**src/rtl/mem_io_responder_if.sv**
```systemverilog
// Processor-side memory bus of the 8-bit multicycle MIPS core.
// The CPU drives the master modport; the memory responder answers on the slave modport.
interface mem_io_responder_if #(
  parameter int WIDTH = 8
);
  logic             memread;
  logic             memwrite;
  logic [WIDTH-1:0] adr;
  logic [WIDTH-1:0] writedata;
  logic [WIDTH-1:0] memdata;

  modport master (
    output memread,
    output memwrite,
    output adr,
    output writedata,
    input  memdata
  );

  modport slave (
    input  memread,
    input  memwrite,
    input  adr,
    input  writedata,
    output memdata
  );
endinterface

```
**src/rtl/mem_io_responder.sv**
```systemverilog
// Memory-side responder for the MIPS bus. It serves RAM below IOBASE and an I/O page above it.
// The I/O page holds GPIO, an 8-bit reloading timer and the overflow interrupt flag.
module mem_io_responder #(
  parameter int               WIDTH  = 8,
  parameter logic [WIDTH-1:0] IOBASE = 8'hF0
) (
  input  logic                clk,
  input  logic                reset,
  mem_io_responder_if.slave   bus,
  input  logic [WIDTH-1:0]    gpio_in,
  output logic [WIDTH-1:0]    gpio_out,
  output logic                irq
);

  localparam int               RAM_DEPTH = int'(IOBASE);
  localparam logic [WIDTH-1:0] ALL_ONES  = '1;
  localparam logic [WIDTH-1:0] OFF_GPO   = WIDTH'(0);
  localparam logic [WIDTH-1:0] OFF_GPI   = WIDTH'(1);
  localparam logic [WIDTH-1:0] OFF_TCNT  = WIDTH'(2);
  localparam logic [WIDTH-1:0] OFF_TCTRL = WIDTH'(3);
  localparam logic [WIDTH-1:0] OFF_TRLD  = WIDTH'(4);
  localparam logic [WIDTH-1:0] OFF_TSTAT = WIDTH'(5);

  logic [WIDTH-1:0] ram_q [RAM_DEPTH];
  logic [WIDTH-1:0] memdata_q, memdata_d;
  logic [WIDTH-1:0] gpio_out_q, gpio_out_d;
  logic [WIDTH-1:0] sync1_q, sync2_q;
  logic [WIDTH-1:0] tcount_q, tcount_d;
  logic [WIDTH-1:0] treload_q, treload_d;
  logic [1:0]       tctrl_q, tctrl_d;
  logic             ovf_q, ovf_d;

  logic             is_ram_s;
  logic [WIDTH-1:0] io_off_s;
  logic [WIDTH-1:0] rdata_s;
  logic             wr_io_s;
  logic             ovf_set_s;

  assign is_ram_s = (bus.adr < IOBASE);
  assign io_off_s = bus.adr - IOBASE;
  assign wr_io_s  = bus.memwrite && !is_ram_s;

  // Read mux over RAM and the I/O page.
  always_comb begin
    rdata_s = '0;
    if (is_ram_s) begin
      rdata_s = ram_q[bus.adr];
    end else begin
      case (io_off_s)
        OFF_GPO:   rdata_s = gpio_out_q;
        OFF_GPI:   rdata_s = sync2_q;
        OFF_TCNT:  rdata_s = tcount_q;
        OFF_TCTRL: rdata_s = {(WIDTH-2)'(0), tctrl_q};
        OFF_TRLD:  rdata_s = treload_q;
        OFF_TSTAT: rdata_s = {(WIDTH-1)'(0), ovf_q};
        default:   rdata_s = '0;
      endcase
    end
  end

  // Next-state logic: timer step first, then CPU writes take precedence.
  always_comb begin
    memdata_d  = bus.memread ? rdata_s : memdata_q;
    gpio_out_d = gpio_out_q;
    tctrl_d    = tctrl_q;
    treload_d  = treload_q;
    tcount_d   = tcount_q;
    ovf_set_s  = 1'b0;
    ovf_d      = ovf_q;
    if (tctrl_q[0]) begin
      if (tcount_q == ALL_ONES) begin
        tcount_d  = treload_q;
        ovf_set_s = 1'b1;
      end else begin
        tcount_d  = tcount_q + WIDTH'(1);
      end
    end else begin
      tcount_d = tcount_q;
    end
    if (wr_io_s) begin
      case (io_off_s)
        OFF_GPO:   gpio_out_d = bus.writedata;
        OFF_TCNT: begin
          // A CPU load replaces the wrap, so it must not raise ovf either.
          tcount_d  = bus.writedata;
          ovf_set_s = 1'b0;
        end
        OFF_TCTRL: tctrl_d   = bus.writedata[1:0];
        OFF_TRLD:  treload_d = bus.writedata;
        OFF_TSTAT: ovf_d     = bus.writedata[0] ? 1'b0 : ovf_q;
        default:   gpio_out_d = gpio_out_q;
      endcase
    end else begin
      gpio_out_d = gpio_out_q;
    end
    if (ovf_set_s) begin
      ovf_d = 1'b1;
    end else begin
      ovf_d = ovf_d;
    end
  end

  // Register state; reset beats every concurrent bus or timer event.
  always_ff @(posedge clk) begin
    if (reset) begin
      memdata_q  <= '0;
      gpio_out_q <= '0;
      sync1_q    <= '0;
      sync2_q    <= '0;
      tcount_q   <= '0;
      treload_q  <= '0;
      tctrl_q    <= 2'b00;
      ovf_q      <= 1'b0;
    end else begin
      memdata_q  <= memdata_d;
      gpio_out_q <= gpio_out_d;
      sync1_q    <= gpio_in;
      sync2_q    <= sync1_q;
      tcount_q   <= tcount_d;
      treload_q  <= treload_d;
      tctrl_q    <= tctrl_d;
      ovf_q      <= ovf_d;
    end
  end

  // RAM array; contents survive reset.
  always_ff @(posedge clk) begin
    if (!reset && bus.memwrite && is_ram_s) begin
      ram_q[bus.adr] <= bus.writedata;
    end
  end

  assign bus.memdata = memdata_q;
  assign gpio_out    = gpio_out_q;
  assign irq         = ovf_q & tctrl_q[1];

endmodule
```
**src/flat_wrapper.sv**
```systemverilog
// flat-port wrapper written by rule: the top's interface ports become plain ports
module mem_io_responder_flat 
#(
  parameter int               WIDTH  = 8,
  parameter logic [WIDTH-1:0] IOBASE = 8'hF0
)
  (clk, reset, gpio_in, gpio_out, irq, bus_memread, bus_memwrite, bus_adr, bus_writedata, bus_memdata);
  mem_io_responder_if #(.WIDTH(WIDTH)) bus_i ();
  input  logic clk;
  input  logic reset;
  input  logic [WIDTH-1:0] gpio_in;
  output logic [WIDTH-1:0] gpio_out;
  output logic irq;
  input wire logic [$bits(bus_i.memread)-1:0] bus_memread;
  input wire logic [$bits(bus_i.memwrite)-1:0] bus_memwrite;
  input wire logic [$bits(bus_i.adr)-1:0] bus_adr;
  input wire logic [$bits(bus_i.writedata)-1:0] bus_writedata;
  output wire logic [$bits(bus_i.memdata)-1:0] bus_memdata;
  assign bus_i.memread = bus_memread;
  assign bus_i.memwrite = bus_memwrite;
  assign bus_i.adr = bus_adr;
  assign bus_i.writedata = bus_writedata;
  assign bus_memdata = bus_i.memdata;
  mem_io_responder #(.WIDTH(WIDTH), .IOBASE(IOBASE)) u_core (.clk(clk), .reset(reset), .bus(bus_i), .gpio_in(gpio_in), .gpio_out(gpio_out), .irq(irq));
endmodule
```
**config.mk**
```make
export PLATFORM = sky130hd
export DESIGN_NAME = mem_io_responder_flat
export DESIGN_NICKNAME = d
export VERILOG_FILES = /design/src/rtl/mem_io_responder_if.sv /design/src/rtl/mem_io_responder.sv /design/src/flat_wrapper.sv
export SDC_FILE = /design/constraint.sdc
export NUM_CORES = 2
export LEC_CHECK = 0
export ABC_AREA = 1
export ABC_CLOCK_PERIOD_IN_PS = 6200
export CELL_PAD_IN_SITES_DETAIL_PLACEMENT = 0
export CELL_PAD_IN_SITES_GLOBAL_PLACEMENT = 1
export CORE_MARGIN = 8
export CORE_UTILIZATION = 50
export DETAILED_ROUTE_END_ITERATION = 8
export DONT_BUFFER_PORTS = 1
export MAX_ROUTING_LAYER = met4
export PLACE_DENSITY = 0.87
export SLEW_MARGIN = 40
export SYNTH_ARGS = -nofsm -noshare
export SYNTH_HDL_FRONTEND = slang
export SYNTH_SLANG_ARGS = --single-unit
export TNS_END_PERCENT = 100
```
**constraint.sdc**
```tcl
create_clock -name clk -period 6.2 [get_ports clk]
set_input_delay 1.55 -clock clk [delete_from_list [all_inputs] [get_ports clk]]
set_output_delay 1.55 -clock clk [all_outputs]
set_load 0.01 [all_outputs]
```
==> impl_metrics.csv <==
group,metric,value,unit
outcome,status,"finished clean",
hold_path,hold_class,"reg2reg",
clocking,clk_pin_slew_worst_paths,0.06,ns
place,place_area,82940,sq um
floorplan,die_h,419.1,microns
sta,finalHoldViolCount,0,
routing,dr_total_vias,54170,
sta,finalCriticalPeriod,5.435,ns
floorplan,die_x,419.1,microns
synthesis,ys.flop_type,"edfxtp_1",
routing,drt_iter0_markers,6562,
pwr,p_leak,34.55,nW
worst_setup_path,reg2reg_from,"u_core.ram_q[3][6]$_DFFE_PP_",
clocking,ctsResizeCount,0,
worst_setup_path,cp.required,6.87,ns
synthesis,synthDistinctLibCells,31,
global_route,grt_max_degree,711,
clocking,cts_hold_buffers,0,
worst_setup_path,crit_slowest_cell,"clkinv_8",
sta,timing.slew.headroom,31.60,%
routing,drt-pass1-iter-count,9,
worst_setup_path,crit_arrival,6.10,ns
clocking,root_buffer,"clkbuf_16",
clocking,h-tree-depth,4,
worst_setup_path,crit_path_max_fanout,148,
sta,slew_viol_final,0,
clocking,clock-sinks,1971,
job,drv_cap,0,
layout,fin_area,89300,sq um
place,dp_cells,9522,
clocking,cts_buffers,191,
synthesis,ys_top_cells_by_count,"nand2_1, edfxtp_1, nor2_1",
worst_setup_path,cp-start-kind,"primary input",
worst_setup_path,r2r_cells,14,
routing,drcViolationCount,0,
synthesis,yosysSeqAreaShare,72.23,%
worst_setup_path,max_stage_delay,0.62,ns
floorplan,core-area,162000,sq um
floorplan,io_pins,45,
routing,drt-total-wl,217100,microns
worst_setup_path,crit_top_cell,"nand2_1",
layout,post-route-util,55.11,%
worst_setup_path,path_cells,"buf_16 -> buf_16 -> clkinv_8 -> buf_12 -> nand2_1 -> nand2_1 -> nand2_1 -> nand2_1 -> nand2_1 -> nand2_1 -> nor2_1 -> nor2_1 -> nor2_1 -> nand2_1 -> nand2_1 -> nand2_1 -> o21ai_1 -> a21oi_1",
worst_setup_path,cp-end-kind,"register",
sta,max_freq,184.0,MHz
global_route,grt_first_pass_wirelength,322900,microns
floorplan,initial_core_util,50.14,%
global_route,grt_pass1_vias,51910,
global_route,grt_usage,24.96,%
layout,nets,7573,
synthesis,yosys.cell_count.top_type,"nand2_1",
place,dp_hpwl,115500,microns
sta,clock_skew,0.03982,ns
worst_setup_path,crit_buf_inv,4,
clocking,insertion_delay,0.84,ns
synthesis,syn_nets,7695,
routing,via_per_inst,5.479,
place,numPortBuffers,0,
sta,fin_ws,0.7650,ns
hold_path,min_to,"u_core.sync2_q[7]$_SDFF_PP0_",
routing,final_antenna_net_count,0,
place,routabilityCongestion,0.8649,
pwr,power.density,306.4,nW/um^2
worst_setup_path,ff2ff_setup_slack,3.72,ns
synthesis,synth_area_leaders,"edfxtp_1, nand2_1, nor2_1",
synthesis,synth_edf_count,1920,
floorplan,dieArea,175600,sq um
clocking,clk_path_buf_depth,3,
global_route,antenna_found_initial,4,
synthesis,ys_seq_elements,1971,
worst_setup_path,r2r_end,"u_core.bus.memdata[6]$_SDFFE_PP0P_",
synthesis,syn_inst,7666,
routing,wl_per_cell,21.96,microns
synthesis,ys_warn_count,0,
synthesis,synth_top_area_cell,"edfxtp_1",
synthesis,yosysTopAreaCellShare,70.97,%
layout,drive_gt1_share,5.192,%
sta,rsz0062_at_grt,"false",
synthesis,synth-async-reset-ratio,0,%
synthesis,synth_area_per_cell,10.60,sq um
worst_setup_path,crit_start,"bus_adr[0]",
hold_path,hp-start,"u_core.sync1_q[7]$_SDFF_PP0_",
synthesis,synth.cell_area,81240,sq um
clocking,cts_tree,"yes",
sta,worstMarginPinSlew,1.026,ns
global_route,overflow,0,
pwr,ir_worst_vdd,277.1,uV
worst_setup_path,crit_family,"buffers and inverters",
clocking,postCtsSetupBuffers,0,
place,dp_slack,1.295,ns
hold_path,hold_depth,2,
layout,layout.cells.non_filler,9886,
sta,setup_viol,0,
worst_setup_path,crit_type,"in2reg",
sta,finalCritPeriodShare,87.66,%
layout,syn_to_final_growth,9.919,%
sta,fin_tns_setup,0,ns
floorplan,rows,148,
tightest hold or removal path, cell delays in order, from the launching register on:
cell     delay (ns)
dfxtp_1        0.29
inv_1          0.04
nor2_1         0.03
power breakdown:
part / leakage, nW / internal, W / switching [W] / total, W
Clock: 2.97 / 0.00653 / 0.00494 / 0.0115
Sequential: 17.7 / 0.0146 / 0.0000153 / 0.0146
Combinational: 13.9 / 0.000314 / 0.000940 / 0.00125
Total: 34.5 / 0.0215 / 0.00589 / 0.0274
stage by stage:
step | total power, W | hold slack (ns)
after floorplan | 0.01575 | 0.3883
after global placement | 0.01606 | 0.3973
after detailed placement | 0.01607 | 0.3944
after CTS | 0.02731 | 0.4024
after global routing | 0.02802 | 0.4229
final | 0.02736 | 0.4001
layout by cell type, fill, tap and decap left out, drive strengths merged, types with 3 or more instances in the layout:
cell and n:
nand4 14, nand2 4277, diode 7, bufinv 16, clkinvlp 7, dfxtp 51
clkbuf 252, clkinv 79, nor2 442, a211oi 3, buf 77, nand3 185
nor3 8, edfxtp 1920, a21oi 75, a22oi 40, o21ai 169, inv 77
a2111oi 5
worst max-delay path by stage:
| stage | to | slack [ns] | depth (start not counted) |
|---|---|---|---|
| 5_1_grt | u_core.bus.memdata[6]$_SDFFE_PP0P_ | 0.70 | 18 |
| 4_1_cts | u_core.bus.memdata[2]$_SDFFE_PP0P_ | 2.17 | 17 |
| 3_3_place_gp | u_core.ram_q[117][0]$_DFFE_PP_ | 1.41 | 6 |
| 6_report | u_core.bus.memdata[6]$_SDFFE_PP0P_ | 0.77 | 18 |
| 3_5_place_dp | u_core.bus.memdata[2]$_SDFFE_PP0P_ | 1.29 | 17 |
| 2_1_floorplan | u_core.ram_q[12][0]$_DFFE_PP_ | 2.63 | 6 |
cells by family (layout without fill, tap and decap cells):
group / after synthesis / in the layout / share of synthesized area [%]
adders and majority gates: 1 / 1 / 0.01540
DFF: 1971 / 1971 / 72.23
buffers and inverters: 470 / 508 / 2.614
and+or+nand+nor: 4926 / 4926 / 23.13
xor gates and xnor gates: 1 / 1 / 0.01078
AOI/OAI and AO/OA: 297 / 297 / 2.002
other: 0 / 7 / 0
layout make-up:
type	count	area, sq um
diodes	7	17.52
inverters	78	320.3
flip-flops and latches	1971	58680
multi-input cells	5225	20610
clock inverters	101	982.2
fillers	13580	72730
well taps	2175	2721
repair buffers	77	808.3
clock buffers	252	5164
metal layers:
layer  track usage, %  up-vias  part of all wire, %
li1                 -    25110                    -
met1            33.44    26120                   41
met2            39.31     2550                   47
met3            4.252      392                  9.1
met4            7.947        0                  3.1
met5                -        -                    0
registers in the layout (all words and copies together) (netlist names):
register,flops
u_core.tctrl_q,2
u_core.ovf_q,1
u_core.sync1_q,8
u_core.gpio_out,8
u_core.tcount_q,8
u_core.treload_q,8
u_core.ram_q,1920
u_core.sync2_q,8
u_core.bus.memdata,8
No activity file was read; power rests on OpenSTA's default activity.
